==> src/rtl/stopwatch_time_counter.sv <==
// stopwatch_time_counter: prescaled BCD MM:SS elapsed-time counter.
// Macro STOPWATCH_BLINK_EN adds a blank-mask blinker while paused.
module stopwatch_time_counter #(
  parameter int TICK_DIV  = 100000000,
  parameter int BLINK_DIV = 25000000
) (
  input  logic       clk,
  input  logic       reset,
  input  logic       enable_count,
  input  logic       enable_pause,
  output logic [3:0] min_tens,
  output logic [3:0] min_ones,
  output logic [3:0] sec_tens,
  output logic [3:0] sec_ones,
  output logic       sec_tick,
  output logic       rollover,
  output logic       blank
);

  localparam int PW = $clog2(TICK_DIV);
  localparam logic [PW-1:0] P_LAST = PW'(TICK_DIV - 1);

  typedef enum logic [1:0] {
    M_IDLE,
    M_COUNT,
    M_HOLD
  } mode_t;

  mode_t         mode;
  logic [PW-1:0] presc;
  logic          tick_edge;
  logic          at_max;
  logic [3:0]    n_mt;
  logic [3:0]    n_mo;
  logic [3:0]    n_st;
  logic [3:0]    n_so;

  // Decode mode; pause dominates so both-high behaves as hold
  always_comb begin
    mode = M_IDLE;
    unique case (1'b1)
      enable_pause:                  mode = M_HOLD;
      enable_count && !enable_pause: mode = M_COUNT;
      default:                       mode = M_IDLE;
    endcase
  end

  // Next time value with BCD carry chain and 59:59 wrap
  always_comb begin
    n_so = sec_ones + 4'd1;
    n_st = sec_tens;
    n_mo = min_ones;
    n_mt = min_tens;
    if (sec_ones == 4'd9) begin
      n_so = 4'd0;
      n_st = sec_tens + 4'd1;
      if (sec_tens == 4'd5) begin
        n_st = 4'd0;
        n_mo = min_ones + 4'd1;
        if (min_ones == 4'd9) begin
          n_mo = 4'd0;
          n_mt = min_tens + 4'd1;
          if (min_tens == 4'd5) begin
            n_mt = 4'd0;
          end
        end
      end
    end
  end

  assign at_max = (min_tens == 4'd5) && (min_ones == 4'd9) &&
                  (sec_tens == 4'd5) && (sec_ones == 4'd9);

  assign tick_edge = (mode == M_COUNT) && (presc == P_LAST);

  // Prescaler, digits and the registered tick/rollover strobes
  always_ff @(posedge clk) begin
    if (reset) begin
      presc    <= '0;
      min_tens <= 4'd0;
      min_ones <= 4'd0;
      sec_tens <= 4'd0;
      sec_ones <= 4'd0;
      sec_tick <= 1'b0;
      rollover <= 1'b0;
    end else begin
      sec_tick <= tick_edge;
      rollover <= tick_edge && at_max;
      unique case (mode)
        M_COUNT: begin
          if (tick_edge) begin
            presc    <= '0;
            min_tens <= n_mt;
            min_ones <= n_mo;
            sec_tens <= n_st;
            sec_ones <= n_so;
          end else begin
            presc <= presc + 1'b1;
          end
        end
        M_HOLD: begin
          presc <= presc;
        end
        default: begin
          presc    <= '0;
          min_tens <= 4'd0;
          min_ones <= 4'd0;
          sec_tens <= 4'd0;
          sec_ones <= 4'd0;
        end
      endcase
    end
  end

`ifdef STOPWATCH_BLINK_EN
  localparam int BW = $clog2(BLINK_DIV + 1);
  localparam logic [BW-1:0] B_LAST = BW'(BLINK_DIV - 1);

  logic [BW-1:0] bcnt;

  // Blink while held; any other mode restarts the blink phase
  always_ff @(posedge clk) begin
    if (reset) begin
      bcnt  <= '0;
      blank <= 1'b0;
    end else if (mode == M_HOLD) begin
      if (bcnt == B_LAST) begin
        bcnt  <= '0;
        blank <= ~blank;
      end else begin
        bcnt <= bcnt + 1'b1;
      end
    end else begin
      bcnt  <= '0;
      blank <= 1'b0;
    end
  end
`else
  // No blinker: a legal BLINK_DIV always makes this constant 0
  assign blank = (BLINK_DIV < 1);
`endif

endmodule
==> config.mk <==
export PLATFORM = sky130hd
export DESIGN_NAME = stopwatch_time_counter
export DESIGN_NICKNAME = d
export VERILOG_FILES = /design/src/rtl/stopwatch_time_counter.sv
export SDC_FILE = /design/constraint.sdc
export NUM_CORES = 1
export LEC_CHECK = 0
export ABC_AREA = 1
export CORE_MARGIN = 2
export CORE_UTILIZATION = 61
export DETAILED_ROUTE_END_ITERATION = 6
export GPL_ROUTABILITY_DRIVEN = 0
export PLACE_DENSITY = 0.83
export SLEW_MARGIN = 20
export SYNTH_ARGS = -nofsm -noshare
export SYNTH_HDL_FRONTEND = slang
export SYNTH_SLANG_ARGS = --single-unit
==> constraint.sdc <==
create_clock -name clk -period 5.1 [get_ports clk]
set_input_delay 0.51 -clock clk [delete_from_list [all_inputs] [get_ports clk]]
set_output_delay 0.51 -clock clk [all_outputs]
set_load 0.02 [all_outputs]
==> reports/results.txt <==
die height - 71.5 um
Setup Buffers After CTS - 0
FILL cells - 379
Placed Cells - 495
first-pass GRT wire length - 11.0 mm
Final Max Tran Viols - 0
critical path class - primary input to flip-flop
CP max stage cell - clkdlybuf4s50_1
I/O pins - 23
Final Hold Viols - 0
number of antenna violations at the first check in global routing - 0
Slowest Stage Delay on Critical Path - 0.45 ns
Leak - 0.00110 uW
Sw Ratio - 24.5%
clock sinks - 45
Worst Hold Class - flip-flop to flip-flop
Sw Pwr - 172 uW
Ant. Diodes - 0
GRT Total Usage - 26.7%
setup TNS - 0 ns
Post-Syn Instances - 433
Worst VDD drop - 0.154 mV
WL per Instance - 12.8 um
core area - 0.00438 mm^2
DR DRC count - 0
crit-path cells - clkdlybuf4s50_1 -> buf_4 -> inv_2 -> nand2_4 -> inv_2 -> o21ai_2 -> nand2_1 -> nor2_2 -> nand2_1 -> nand2_1 -> a21oi_1
Max Clk Rate - 0.437 GHz
synthesized area - 0.00278 mm^2
Critical Path Source Type - primary input
Bufs on Longest Clock Path - 2
yosys warns - 0
CTS Buf Count - 5
clk slew on worst S/H paths - 0.09 ns
clock skew - 0.00927 ns
WL final - 6.44 mm
most used cell, CP - nand2_1
Reg power frac - 51.1%
Overflow after GRT - 0
Clock H-tree levels - 2
Area Overhead vs Synth - 12.1%
row cnt - 24
Clock Tree Root - clkbuf_8
cell family with most CP delay - buffers and inverters
Critical Path AT - 2.47 ns
status - completed
final non-filler cell total - 503
clk_lat worst skew - 0.31 ns
Post-Route Utilization - 71.0%
CP Buf/Inv Count - 4
Final #Nets - 463
fin crit share - 44.9%
Comb pwr share - 8.0%
Port Buffer Count - 21
largest net degree at the start of global routing - 35
Resized cells post-CTS - 0
CTS tree - done
Die Width - 71.5 um
hpwl dp - 4.67 mm
vias in the first global route - 2527
post-DR vias/cell - 5.62
drt pass-1 iters - 5
# setup viols final - 0
total of max-cap violations - 0
Avg Cell Area, Syn - 6.41 um^2
worst path required time - 5.28 ns
post-synth cell types - 32
share of post-route cells with drive strength above 1 - 7.98%
tightest hold margin - 0.489 ns
cell area power density - 226 mW/mm^2
via count - 2827
P_int - 531 uW
initial DRC count - 224
hold_buf cts - 0
Mapped Nets - 446
Yosys reg bits - 45
Seq/Total Area, Yosys - 32.4%
Max FO, Critical Path - 28
Crit. End Element - flip-flop
Clk pwr share - 40.8%
RSZ-0062 raised after global routing - no
Tmin final - 2.29 ns
die area - 0.00511 mm^2
Antenna Nets Post-Route - 0
Starting Density - 63.3%
-- registers in the layout, indices dropped and copies added (netlist names) --
register  cells
presc        27
min_ones      4
min_tens      4
sec_ones      4
sec_tens      4
rollover      1
sec_tick      1
-- metal layers --
metal  share of wire [%]  wire length, um  track usage, %
met5                   0                0               0
met4                 2.3              150            11.1
met3                 5.2              338            4.22
met2                  48             3120            45.5
met1                  44             2840            33.6
-- final cells by class --
| type | instances | area [um^2] | share of cell area (%) |
|---|---|---|---|
| multi-input combinational | 329 | 1630 | 52.3 |
| sequential | 45 | 901 | 28.9 |
| timing repair buffer | 23 | 225 | 7.23 |
| inverter | 46 | 173 | 5.55 |
| clock buffer | 6 | 82.6 | 2.65 |
| tap | 52 | 65.1 | 2.09 |
| clock inverter | 2 | 37.5 | 1.21 |
-- cells in the mapped netlist --
| library cell | number | area [um^2] |
|---|---|---|
| xor2_1 | 7 | 61.3 |
| nand2_1 | 129 | 484 |
| nand3b_1 | 1 | 7.51 |
| nand4_1 | 10 | 62.6 |
| o21ai_0 | 9 | 45.0 |
| nand3_2 | 1 | 10.0 |
| ha_1 | 9 | 113 |
| or2_2 | 2 | 12.5 |
| nor3_1 | 11 | 55.1 |
| o21ai_2 | 1 | 8.76 |
| nor2_4 | 3 | 33.8 |
| xnor2_1 | 4 | 35.0 |
| a21oi_1 | 38 | 190 |
| o211ai_1 | 1 | 7.51 |
| conb_1 | 1 | 3.75 |
| nand3_1 | 43 | 215 |
| nor2_1 | 43 | 161 |
| a31o_2 | 1 | 8.76 |
| buf_6 | 2 | 22.5 |
| inv_2 | 9 | 33.8 |
| nand2_2 | 2 | 12.5 |
| nand2_4 | 2 | 22.5 |
| dfxtp_1 | 45 | 901 |
| clkbuf_1 | 7 | 26.3 |
| inv_1 | 37 | 139 |
| nor3_2 | 2 | 20.0 |
| a22oi_1 | 1 | 7.51 |
| o21ai_1 | 2 | 10.0 |
| buf_2 | 2 | 10.0 |
| buf_4 | 2 | 15.0 |
| nor2_2 | 3 | 18.8 |
| o21bai_1 | 3 | 22.5 |
-- through the flow --
step           worst slack [ns]  cell area, um^2  power [uW]
2_1_floorplan              3.44             2780         408
5_1_grt                    2.63             3110         729
6_report                   2.81             3110         704
3_3_place_gp               2.58             2990         423
4_1_cts                    2.84             3110         707
3_5_place_dp               2.51             2990         424
-- cells by family after synthesis --
logic type	synth area share, %
AND/OR/NAND/NOR	40.2
buffers and inverters	8.88
AO/OA/AOI/OAI	10.8
flip-flops	32.4
XOR/XNOR	3.47
adder cells (fa/ha/maj)	4.06
other	0.135
-- layout by cell type (no fill, tap or decap), drive strengths merged --
cell type      instances
a21oi                 38
a22oi                  1
a31o                   1
buf                    2
bufinv                 1
clkbuf                 6
clkdlybuf4s50         21
clkinvlp               1
conb                   1
dfxtp                 45
ha                     9
inv                   46
nand2                133
nand3                 44
nand3b                 1
nand4                 10
nor2                  49
nor3                  13
o211ai                 1
o21ai                 12
o21bai                 3
or2                    2
xnor2                  4
xor2                   7
-- worst paths after layout --
check                                   from          end  slack [ns]  cells past startpoint
worst min-delay path                presc[2]     presc[2]        0.49                      2
worst min register to register      presc[2]     presc[2]        0.49                      2
worst max-delay path            enable_pause  min_tens[3]        2.81                     11
worst max register to register      presc[1]    presc[19]        3.06                     10
-- worst min-delay path: stages (launching register included) --
cell and delay (ns):
dfxtp_1 0.34, nand2_1 0.06, a21oi_1 0.05
-- power by group through the flow --
| stage | combinational, uW | clock [uW] | sequential (uW) |
|---|---|---|---|
| after floorplan | 37.7 | 0 | 370 |
| after global placement | 55.2 | 0 | 368 |
| after detailed placement | 56.2 | 0 | 368 |
| after CTS | 56.4 | 291 | 360 |
| after global routing | 63.0 | 305 | 360 |
| final | 56.6 | 287 | 360 |
Power figures use the tool's default switching activity.
